## src/rtl/adpll_lock_detect.sv

```systemverilog
// ADPLL lock detector: compares divided feedback period against the reference
// period each reference cycle and tracks lock with hysteresis counters.
module adpll_lock_detect #(
    parameter int CNT_W      = 16,
    parameter int ERR_TOL    = 64,
    parameter int CODE_TOL   = 1,
    parameter int LOCK_CNT   = 8,
    parameter int UNLOCK_CNT = 4
) (
    input  logic             clk,
    input  logic             reset,
    input  logic             ref_in,
    input  logic             fb_in,
    input  logic [3:0]       ctrl_code,
    output logic             locked,
    output logic             err_valid,
    output logic [CNT_W:0]   period_err,
    output logic             fb_missing
);

    localparam logic [CNT_W-1:0] CNT_MAX = '1;
    localparam int GW = $clog2(LOCK_CNT + 1);
    localparam int BW = $clog2(UNLOCK_CNT + 1);

    typedef enum logic {ACQUIRE, LOCKED} state_t;

    logic             ref_s1, ref_s2, ref_d, ref_edge;
    logic             fb_s1, fb_s2, fb_d, fb_edge;
    logic [CNT_W-1:0] ref_cnt, fb_cnt, fb_period;
    logic             fb_seen, ref_started;
    logic [1:0]       fb_edges;
    logic [3:0]       ctrl_prev;
    state_t           state, state_nx;
    logic [GW-1:0]    good_cnt, good_nx, good_inc;
    logic [BW-1:0]    bad_cnt, bad_nx, bad_inc;

    logic [CNT_W-1:0]        ref_per_now, fb_per_now, fb_period_eff;
    logic                    fb_seen_eff, fb_valid_eff, meas_fire, timeout, good;
    logic signed [CNT_W:0]   err_now;
    logic [CNT_W:0]          err_abs;
    logic [3:0]              code_delta;

    always_ff @(posedge clk) begin
        if (!reset) begin
            {ref_s1, ref_s2, ref_d, ref_edge} <= '0;
            {fb_s1, fb_s2, fb_d, fb_edge}     <= '0;
        end else begin
            ref_s1   <= ref_in;
            ref_s2   <= ref_s1;
            ref_d    <= ref_s2;
            ref_edge <= ref_s2 & ~ref_d;
            fb_s1    <= fb_in;
            fb_s2    <= fb_s1;
            fb_d     <= fb_s2;
            fb_edge  <= fb_s2 & ~fb_d;
        end
    end

    always_comb begin
        ref_per_now   = (ref_cnt == CNT_MAX) ? CNT_MAX : ref_cnt + 1'b1;
        fb_per_now    = (fb_cnt == CNT_MAX) ? CNT_MAX : fb_cnt + 1'b1;
        // A coincident fb edge belongs to the window the ref edge closes.
        fb_period_eff = fb_edge ? fb_per_now : fb_period;
        fb_seen_eff   = fb_seen | fb_edge;
        fb_valid_eff  = (fb_edges == 2'd2) || (fb_edges == 2'd1 && fb_edge);
        meas_fire     = ref_edge & ref_started & fb_valid_eff;
        timeout       = (ref_cnt == CNT_MAX) & ~ref_edge;
        err_now       = $signed({1'b0, fb_period_eff}) - $signed({1'b0, ref_per_now});
        err_abs       = err_now[CNT_W] ? (~err_now + 1'b1) : err_now;
        code_delta    = (ctrl_code >= ctrl_prev) ? ctrl_code - ctrl_prev : ctrl_prev - ctrl_code;
        good          = (err_abs <= (CNT_W+1)'(ERR_TOL)) && (code_delta <= 4'(CODE_TOL)) &&
                        fb_seen_eff && (ref_per_now != CNT_MAX) && (fb_period_eff != CNT_MAX);
    end

    always_ff @(posedge clk) begin
        if (!reset) begin
            ref_cnt     <= '0;
            fb_cnt      <= '0;
            fb_period   <= '0;
            fb_seen     <= 1'b0;
            fb_edges    <= '0;
            ref_started <= 1'b0;
            ctrl_prev   <= '0;
            err_valid   <= 1'b0;
            period_err  <= '0;
            fb_missing  <= 1'b0;
        end else begin
            if (ref_edge)                ref_cnt <= '0;
            else if (ref_cnt != CNT_MAX) ref_cnt <= ref_cnt + 1'b1;
            if (fb_edge) begin
                fb_cnt    <= '0;
                fb_period <= fb_per_now;
                if (fb_edges != 2'd2) fb_edges <= fb_edges + 1'b1;
            end else if (fb_cnt != CNT_MAX) begin
                fb_cnt <= fb_cnt + 1'b1;
            end
            if (ref_edge)     fb_seen <= 1'b0;
            else if (fb_edge) fb_seen <= 1'b1;
            if (timeout)       ref_started <= 1'b0;
            else if (ref_edge) ref_started <= 1'b1;
            // Sampled on every ref edge so the first measurement already has a baseline.
            if (ref_edge) ctrl_prev <= ctrl_code;
            err_valid <= meas_fire;
            if (meas_fire) begin
                period_err <= err_now;
                fb_missing <= ~fb_seen_eff;
            end
        end
    end

    always_comb begin
        state_nx = state;
        good_nx  = good_cnt;
        bad_nx   = bad_cnt;
        good_inc = (good_cnt == '1) ? good_cnt : good_cnt + 1'b1;
        bad_inc  = (bad_cnt == '1) ? bad_cnt : bad_cnt + 1'b1;
        if (timeout) begin
            state_nx = ACQUIRE;
            good_nx  = '0;
            bad_nx   = '0;
        end else if (meas_fire) begin
            case (state)
                ACQUIRE: begin
                    if (good) begin
                        good_nx = good_inc;
                        if (good_inc >= GW'(LOCK_CNT)) begin
                            state_nx = LOCKED;
                            bad_nx   = '0;
                        end
                    end else begin
                        good_nx = '0;
                    end
                end
                LOCKED: begin
                    if (!good) begin
                        bad_nx = bad_inc;
                        if (bad_inc >= BW'(UNLOCK_CNT)) begin
                            state_nx = ACQUIRE;
                            good_nx  = '0;
                        end
                    end else begin
                        bad_nx = '0;
                    end
                end
                default: state_nx = ACQUIRE;
            endcase
        end
    end

    always_ff @(posedge clk) begin
        if (!reset) begin
            state    <= ACQUIRE;
            good_cnt <= '0;
            bad_cnt  <= '0;
            locked   <= 1'b0;
        end else begin
            state    <= state_nx;
            good_cnt <= good_nx;
            bad_cnt  <= bad_nx;
            locked   <= (state_nx == LOCKED);
        end
    end

endmodule

```

## config.mk

```make
export PLATFORM = sky130hd
export DESIGN_NAME = adpll_lock_detect
export DESIGN_NICKNAME = d
export VERILOG_FILES = /design/src/rtl/adpll_lock_detect.sv
export SDC_FILE = /design/constraint.sdc
export NUM_CORES = 1
export LEC_CHECK = 0
export ABC_AREA = 1
export CORE_MARGIN = 3
export CORE_UTILIZATION = 30
export CTS_CLUSTER_SIZE = 40
export DETAILED_ROUTE_END_ITERATION = 10
export GPL_TIMING_DRIVEN = 0
export PLACE_DENSITY_LB_ADDON = 0.12
export SLEW_MARGIN = 5
export SYNTH_ARGS = -nofsm -noshare
export SYNTH_HDL_FRONTEND = slang
export SYNTH_SLANG_ARGS = --single-unit
export TNS_END_PERCENT = 100
```

## constraint.sdc

```tcl
create_clock -name clk -period 5.4 [get_ports clk]
set_input_delay 0.54 -clock clk [delete_from_list [all_inputs] [get_ports clk]]
set_output_delay 0.54 -clock clk [all_outputs]
set_load 0.02 [all_outputs]
```

==> results of run 1 <==
[cell families (layout without fill, tap and decap cells)]
group           Yosys count  in the layout  synth area share [%]
compound gates          124            124                  11.7
xor+xnor                 17             17                  2.57
fa+ha+maj                31             31                  6.73
buf+inv                 155            198                  9.75
flops                    91             91                  29.9
mux                       1              1                 0.185
simple gates            495            495                  39.2
[per-layer routing]
layer / vias to the layer above / track usage [%] / part of all wire [%]
li1: 3001 / - / -
met3: 13 / 2.62 / 2.5
met4: 0 / 4.06 / 1.4
met2: 72 / 22.3 / 41
met1: 2437 / 21.8 / 55
met5: - / 0 / 0
[metrics by stage]
| stage | power (µW) | std cells | cell area, µm² |
|---|---|---|---|
| 6_report | 1800 | 1222 | 7050 |
| 5_1_grt | 1900 | 1222 | 7050 |
| 4_1_cts | 1820 | 1222 | 7050 |
| 3_5_place_dp | 1070 | 1206 | 6700 |
| 3_3_place_gp | 1070 | 1206 | 6700 |
| 2_1_floorplan | 983 | 914 | 6100 |
[critical path, delay by kind of cell, from the launching register on]
kind | cells | cell delay (ns)
fa+ha+maj | 2 | 0.61
buf+inv | 4 | 0.78
simple gates | 17 | 1.67
compound gates | 6 | 1.12
flops | 1 | 0.34
[power groups by stage]
stage / clock network [µW] / registers, µW / logic, µW
finish: 750 / 686 / 363
global route: 796 / 687 / 420
CTS: 770 / 686 / 367
detailed placement: 0 / 702 / 365
global placement: 0 / 701 / 364
floorplan: 0 / 700 / 283
[registers in the layout, summed over array words and instances (netlist names)]
name	count
bad_cnt	3
ctrl_prev	4
err_valid	1
fb_cnt	16
fb_d	1
fb_edge	1
fb_edges	2
fb_missing	1
fb_period	16
fb_s1	1
fb_s2	1
fb_seen	1
good_cnt	4
period_err	17
ref_cnt	16
ref_d	1
ref_edge	1
ref_s1	1
ref_s2	1
ref_started	1
state	1
[cell type report]
cell class | count | area share [%]
clock inverters | 7 | 1.74
repair buffers | 27 | 3.84
inverters | 136 | 7.28
multi-input cells | 668 | 52.2
flip-flops and latches | 91 | 25.9
clock buffers | 9 | 3.20
well taps | 265 | 4.71
plain buffers | 19 | 1.15
[worst min-delay path by stage]
| stage | start | endpoint | slack, ns | cells past startpoint |
|---|---|---|---|---|
| 6_report | fb_d | fb_edge | 0.39 | 1 |
| 3_5_place_dp | fb_d | fb_edge | 0.38 | 1 |
| 2_1_floorplan | fb_d | fb_edge | 0.37 | 1 |
| 4_1_cts | fb_d | fb_edge | 0.39 | 1 |
| 3_3_place_gp | fb_d | fb_edge | 0.37 | 1 |
| 5_1_grt | fb_d | fb_edge | 0.39 | 1 |
[cells in the final DEF, fill, tap and decap left out, drive strengths merged, types with 2 or more instances in the layout]
cell	netlist	routed
o211ai	12	12
ha	28	28
nor3	17	17
nand4	9	9
clkinvlp	0	2
o21bai	4	4
o21a	4	4
clkbuf	16	25
nand3b	5	5
clkdlybuf4s50	0	27
a21o	2	2
o21ai	50	50
or2	9	9
nor2	128	128
fa	3	3
buf	3	3
xor2	8	8
clkinv	2	2
xnor2	9	9
dfxtp	91	91
nor4	3	3
nand3	81	81
bufinv	0	3
nand2	242	242
a21oi	48	48
inv	134	136
==> metrics.txt, run 1 <==
IO Port Bufs 27; Initial DRT Pass Iterations 5; Clk pwr share 41.7%; clock-pin slew on the worst setup and hold paths 0.07 ns; top-area cell type share of the netlist area 29.9%; clock tree sinks 91; synthesized cell area 6100 µm²; pwr dens 255 nW/µm²; Crit path largest cell delay 0.40 ns; Max clock buf depth 2; Max Clock Skew 0.00684 ns; drt total wl 15900 µm; # diodes 0; Total Die Area 22100 µm²; EDFF count, synth 0; crit path to good_cnt[2]; leakage 0.00333 µW; cell taking the most area after synthesis dfxtp_1; Critical Path Start Type flip-flop; post-synthesis cell type count 44; CTS tree done; maximum vdd drop 0.000190 V; top cell types by occurrence after synthesis nand2_1 (208), inv_1 (126), nor2_1 (115); number of cells on the worst reg-to-reg path 29; Mean Syn Cell Area 6.67 µm²; crit path DAT 4.89 ns; layout filler cell count 2162; FF-to-FF End good_cnt[2]; Worst Slack Setup Final 0.753 ns; Warnings, synthesis 0; core area 19700 µm²; main area contributors after synthesis dfxtp_1 (30%), nand2_1 (13%), inv_1 (7.8%), nor2_1 (7.1%), ha_1 (5.7%); violation count after the first detailed-route iteration 250; Root Driver clkbuf_16; RSZ-0062 raised after global routing no; Sw Ratio 30.3%; vias in the first global route 5273; hold_buf cts 0; setup_tns 0 ns; RePlAce Congestion 0.833; initial antenna violation count 0; worst slew pin tran 0.713 ns; DRT antenna net count 0; via count 5523; nets 991; Ports 28; Vias/cell 4.52; width of the chip 149 µm; combinational share of power 20.2%; Yosys reg bits 91; row cnt 51; fin util 35.7%; global-route wire length before repair 26500 µm; Critical path origin fb_cnt[0]; Wirelength per Cell 13.0 µm; sequential power share 38.1%; share of layout cells above drive strength 1 11.2%; Worst path most repeated cell nand2_1; minimum clock period 4.65 ns; RR Startpoint fb_cnt[0]; Detail Placement HPWL 12600 µm; Worst Path Required 5.65 ns; slowest CP cell clkbuf_1; Initial Util 30.9%; Final setup viols 0; Mapped Nets 953; worst hold path class reg2reg; Syn Inst Count 914; internal power 1250 µW; area grow syn2layout 15.6%; DRC Markers 0; Multi-input gate area 3680 µm²; max-slew violations 0; flop2flop setup slack 0.75 ns; All-Layer GR Usage 14.8%; Setup Buffers After CTS 0; hold slack 0.385 ns; cts repair resizes 0; maxcap violations 0; largest net degree at the start of global routing 17; Max-slew headroom 52.5%; CTS H-tree depth 3; ratio of final minimum period to clock period 86.0%; crit path max fanout 10; CP Class reg2reg; Sw Pwr 546 µW; most frequent cell after synthesis nand2_1; Post-Place Setup Slack 0.692 ns; Fin. Hold Viols 0; most used flip-flop cell after synthesis dfxtp_1; status completed; critical path capture point type flip-flop; asr flop ratio synth 0%; CTS Buf Count 9; sequential share of the synthesized area 29.9%; Max Freq 0.215 GHz; Chip Height 149 µm; total grt overflow 0; Reg area 1820 µm²; worst skew pair latency 0.35 ns
Power figures use the tool's default switching activity.
==> inputs of run 2 (changes only) <==
- CORE_MARGIN: 3 -> 5
==> run 2 against run 1 <==
- fmax shrank 0.42%
- register-to-register slack lost 0.02 ns
- clock skew grew 0.0044 ns
- wire length shrank 1.0%
- via count shrank 0.58%
- sequential cell count is the same
- power shrank 8.6%
- utilization shrank 1.1 points
- worst setup slack lost 0.020 ns
- non-clock buffer count is the same
- design area shrank 1.1%
- die area grew 5.5%
==> metrics.txt, run 2 (synthesis gave the netlist of run 1 again) <==
clock tree sinks 91 (unchanged); hold_buf cts 0 (unchanged); hold slack 0.386 ns (was 0.385 ns); max-slew violations 0 (unchanged); RSZ-0062 raised after global routing no (unchanged); Initial Util 30.3% (was 30.9%); CP Class reg2reg (unchanged); Sw Ratio 32.5% (was 30.3%); Sw Pwr 534 µW (was 546 µW); Root Driver clkbuf_16 (unchanged); DRC Markers 0 (unchanged); Max clock buf depth 2 (unchanged); Max Freq 0.214 GHz (was 0.215 GHz); worst skew pair latency 0.35 ns (about the same); Chip Height 153 µm (was 149 µm); width of the chip 153 µm (was 149 µm); Crit path largest cell delay 0.42 ns (was 0.40 ns); DRT antenna net count 0 (unchanged); Detail Placement HPWL 12700 µm (was 12600 µm); core area 20100 µm² (was 19700 µm²); vias in the first global route 5202 (was 5273); sequential power share 41.7% (was 38.1%); Initial DRT Pass Iterations 5 (unchanged); setup_tns 0 ns (unchanged); maxcap violations 0 (unchanged); cts repair resizes 0 (unchanged); initial antenna violation count 0 (unchanged); GRT met2 Usage 21.4% (was 22.3%); slowest CP cell clkbuf_1 (unchanged); Worst path most repeated cell nand2_1 (unchanged); RePlAce Congestion 0.834 (was 0.833); Post-Place Setup Slack 0.666 ns (was 0.692 ns); combinational share of power 21.9% (was 20.2%); Pwr Total 1640 µW (was 1800 µW); Setup Buffers After CTS 0 (unchanged); status completed (unchanged); critical path capture point type flip-flop (unchanged); Fin. Hold Viols 0 (unchanged); crit path DAT 4.92 ns (was 4.89 ns); pwr dens 236 nW/µm² (was 255 nW/µm²); global-route wire length before repair 26200 µm (was 26500 µm); largest net degree at the start of global routing 16 (was 17); clock-pin slew on the worst setup and hold paths 0.07 ns (about the same); ratio of final minimum period to clock period 86.4% (was 86.0%); internal power 1110 µW (was 1250 µW); Worst Path Required 5.65 ns (about the same); total grt overflow 0 (unchanged); # diodes 0 (unchanged); worst slew pin tran 0.788 ns (was 0.713 ns); met1 Use GR 19.1% (was 21.8%); largest reg by FF count period_err (unchanged); Reg area 1820 µm² (unchanged); share of layout cells above drive strength 1 11.0% (was 11.2%); max reg flops 17 (unchanged); IO Port Bufs 27 (unchanged); via count 5491 (was 5523); drt total wl 15800 µm (was 15900 µm); Max-slew headroom 47.4% (was 52.5%); Vias/cell 4.48 (was 4.52); violation count after the first detailed-route iteration 232 (was 250); CTS Buf Count 9 (unchanged); Worst Slack Setup Final 0.733 ns (was 0.753 ns); worst hold path class reg2reg (unchanged); Critical Path Start Type flip-flop (unchanged); All-Layer GR Usage 13.6% (was 14.8%); global routing usage on met3 2.64% (was 2.62%); commonest non-fill, non-tap cells in the layout nand2_1 (208), inv_1 (126), nor2_1 (115) (unchanged); Clk pwr share 36.4% (was 41.7%); row cnt 52 (was 51); flop2flop setup slack 0.73 ns (was 0.75 ns); crit path max fanout 10 (unchanged); CTS H-tree depth 3 (unchanged); Max Clock Skew 0.0112 ns (was 0.00684 ns); nets 991 (unchanged); layout filler cell count 2207 (was 2162); maximum vdd drop 0.000169 V (was 0.000190 V); most crowded layer after global routing met2 (unchanged); minimum clock period 4.67 ns (was 4.65 ns); Final setup viols 0 (unchanged); Multi-input gate area 3680 µm² (unchanged); leakage 0.00330 µW (was 0.00333 µW); Wirelength per Cell 12.9 µm (was 13.0 µm); area grow syn2layout 14.3% (was 15.6%); Ports 28 (unchanged); CTS tree done (unchanged); Total Die Area 23300 µm² (was 22100 µm²); most common cell after layout, fill and taps aside nand2_1 (unchanged)
-- run 2: cell count changes in the layout (fill, tap and decap cells not counted) --
cell       change
bufinv_16      -3
clkbuf_1       +1
clkinv_2       +1
-- run 2: through the flow --
stage | cells | utilization [%] | instance area (µm²)
6_report | 1226 | 34.7 | 6970
5_1_grt | 1226 | 34.7 | 6970
4_1_cts | 1226 | 34.7 | 6970
3_5_place_dp | 1211 | 33.4 | 6710
3_3_place_gp | 1211 | 33.4 | 6710
2_1_floorplan | 914 | - | 6100
-- run 2: layout make-up --
type	instances	share of cell area [%]
Multi-Input combinational cell	668	52.8
Sequential cell	91	26.1
Inverter	136	7.36
Tap cell	270	4.85
Timing Repair Buffer	27	3.88
Clock buffer	10	3.28
Buffer	19	1.17
Clock inverter	5	0.538
-- run 2: per-layer routing --
metal | wire length [µm] | share of wire (%)
met5 | 0 | 0
met3 | 460 | 2.9
met4 | 216 | 1.4
met1 | 8260 | 52
met2 | 6840 | 43
-- run 2: final timing paths --
check | start | to | cells past startpoint
worst max-delay path | fb_cnt[0] | good_cnt[2] | 29
worst min-delay path | fb_d | fb_edge | 1
worst max register to register | fb_cnt[0] | good_cnt[2] | 29
worst min register to register | fb_d | fb_edge | 1
-- run 2: critical path, delay by kind of cell, from the launching register on --
kind / cells / cell delay, ns
DFF: 1 / 0.33
and+or+nand+nor: 17 / 1.66
buffers and inverters: 4 / 0.81
adders and majority gates: 2 / 0.61
AOI/OAI and AO/OA: 6 / 1.13
-- run 2: power groups by stage --
stage | sequential (µW) | clock [µW] | combinational (µW)
2_1_floorplan | 700 | 0 | 283
3_3_place_gp | 702 | 0 | 363
3_5_place_dp | 702 | 0 | 362
4_1_cts | 686 | 618 | 365
5_1_grt | 687 | 643 | 411
6_report | 686 | 598 | 360
==> inputs of run 3 (changes only) <==
- CORE_MARGIN: 5 -> 2
- DONT_BUFFER_PORTS: default -> 1
==> run 3 against run 2 <==
- clock power is 3.5% higher
- fmax shrank 1.8%
- design area shrank 3.7%
- combinational power fell by 1%
- final cell count shrank 2.1%
- sequential cell count unchanged
- via count down 2.0%
- worst setup slack lost 0.088 ns
- non-clock buffer count decreased by 27
- critical path type unchanged
- highest routed layer unchanged
==> metrics.txt, run 3 (synthesis gave the netlist of run 1 again) <==
Setup Buffers After CTS 0 (unchanged); maximum vdd drop 0.000139 V (was 0.000169 V); All-Layer GR Usage 15.7% (was 13.6%); cts repair resizes 0 (unchanged); Fin. Hold Viols 0 (unchanged); area grow syn2layout 10.2% (was 14.3%); RR Startpoint fb_cnt[0] (unchanged); setup_tns 0 ns (unchanged); via count 5383 (was 5491); max-slew violations 0 (unchanged); CTS tree done (unchanged); vias in the first global route 5331 (was 5202); nets 964 (was 991); launch point of the worst hold path fb_in (was fb_d); RePlAce Congestion 0.770 (was 0.834); Vias/cell 4.49 (was 4.48); Max clock buf depth 2 (unchanged); Max Clock Skew 0.0115 ns (was 0.0112 ns); Critical Path Start Type flip-flop (unchanged); most common cell after layout, fill and taps aside nand2_1 (unchanged); Hold Path Sink fb_s1 (was fb_edge); cell total after placement 1184 (was 1211); Total Die Area 21500 µm² (was 23300 µm²); total grt overflow 0 (unchanged); global-route wire length before repair 27200 µm (was 26200 µm); leakage 0.00321 µW (was 0.00330 µW); flop2flop setup slack 0.65 ns (was 0.73 ns); Ports 28 (unchanged); Initial DRT Pass Iterations 4 (was 5); RSZ-0062 raised after global routing no (unchanged); share of layout cells above drive strength 1 11.5% (was 11.0%); slowest CP cell clkbuf_1 (unchanged); Detail Placement HPWL 12600 µm (was 12700 µm); Worst Path Required 5.65 ns (about the same); crit path DAT 5.01 ns (was 4.92 ns); number of cells on the worst reg-to-reg path 29 (unchanged); DRT antenna net count 0 (unchanged); Crit path largest cell delay 0.41 ns (was 0.42 ns); Worst path most repeated cell nand2_1 (unchanged); hold_buf cts 0 (unchanged); max reg flops 17 (unchanged); Root Driver clkbuf_16 (unchanged); non-filler instance count after layout 1200 (was 1226); commonest non-fill, non-tap cells in the layout nand2_1 (208), inv_1 (126), nor2_1 (115) (unchanged); critical path capture point type flip-flop (unchanged); ratio of final minimum period to clock period 88.0% (was 86.4%); Initial Util 30.3% (unchanged); crit path max fanout 10 (unchanged); worst hold path class in2reg (was reg2reg); maxcap violations 0 (unchanged); largest net degree at the start of global routing 18 (was 16); core area 20100 µm² (unchanged); row cnt 52 (unchanged); CP Class reg2reg (unchanged); status completed (unchanged); Max Freq 0.210 GHz (was 0.214 GHz); Final setup viols 0 (unchanged); Max-slew headroom 42.5% (was 47.4%); largest reg by FF count period_err (unchanged); clock tree sinks 91 (unchanged); drt total wl 15900 µm (was 15800 µm); FF-to-FF End good_cnt[1] (was good_cnt[2]); CTS H-tree depth 3 (unchanged); minimum clock period 4.75 ns (was 4.67 ns); width of the chip 147 µm (was 153 µm); Pwr Total 1660 µW (was 1640 µW); violation count after the first detailed-route iteration 227 (was 232); initial antenna violation count 0 (unchanged); worst slew pin tran 0.862 ns (was 0.788 ns); CTS Buf Count 9 (unchanged); layout filler cell count 2228 (was 2207); pwr dens 247 nW/µm² (was 236 nW/µm²); Wirelength per Cell 13.2 µm (was 12.9 µm); # diodes 0 (unchanged); hold depth 2 (was 1); clock-pin slew on the worst setup and hold paths 0.07 ns (about the same); DRC Markers 0 (unchanged); IO Port Bufs 0 (was 27); Chip Height 147 µm (was 153 µm); worst skew pair latency 0.35 ns (about the same)
-- run 3: changes by cell type in the layout (fill, tap and decap cells not counted), sizes merged --
cell | previous run | this run
clkinv | 3 | 4
inv | 136 | 138
clkinvlp | 2 | 1
clkdlybuf4s50 | 27 | 0
clkbuf | 26 | 25
-- run 3: critical path, delay by kind of cell (launching register included) --
family,cells,cell delay (ns)
buf+inv,4,0.81
fa+ha+maj,2,0.61
compound gates,6,1.19
flops,1,0.34
simple gates,17,1.69
-- run 3: layout make-up --
class	count	area, µm²	share of cell area [%]
plain buffers	19	81.3	1.21
inverters	136	513	7.64
clock inverters	7	56.3	0.838
clock buffers	9	225	3.35
well taps	270	338	5.03
flip-flops and latches	91	1820	27.1
multi-input cells	668	3680	54.8
-- run 3: worst max path at each step --
stage | cells past startpoint | slack (ns) | from | to
after floorplan | 28 | 1.51 | fb_cnt[0] | bad_cnt[2]
after global placement | 29 | 0.62 | fb_cnt[0] | bad_cnt[0]
after detailed placement | 29 | 0.61 | fb_cnt[0] | good_cnt[1]
after CTS | 29 | 0.62 | fb_cnt[0] | good_cnt[1]
after global routing | 28 | 0.14 | fb_cnt[0] | bad_cnt[1]
final | 29 | 0.65 | fb_cnt[0] | good_cnt[1]
-- run 3: routing by layer --
layer  vias to the layer above  track usage (%)  routed length [µm]
met3                        15             3.03                 441
met2                        56             25.4                6960
met5                         -                0                   0
li1                       2936                -                   -
met4                         0             4.66                 225
met1                      2376             21.4                8240
-- run 3: through the flow --
stage / cell area (µm²) / utilization, % / setup WS, ns / hold WS (ns)
2_1_floorplan: 6100 / - / 1.51 / 0.368
3_3_place_gp: 6430 / 32.0 / 0.622 / 0.370
3_5_place_dp: 6430 / 32.0 / 0.611 / 0.376
4_1_cts: 6720 / 33.4 / 0.616 / 0.270
5_1_grt: 6720 / 33.4 / 0.136 / 0.281
6_report: 6720 / 33.4 / 0.646 / 0.286
-- run 3: power by group --
group          leakage, µW  switching [µW]  internal, µW
registers         0.000736            6.14           680
logic              0.00234             242           113
clock network     0.000137             300           319
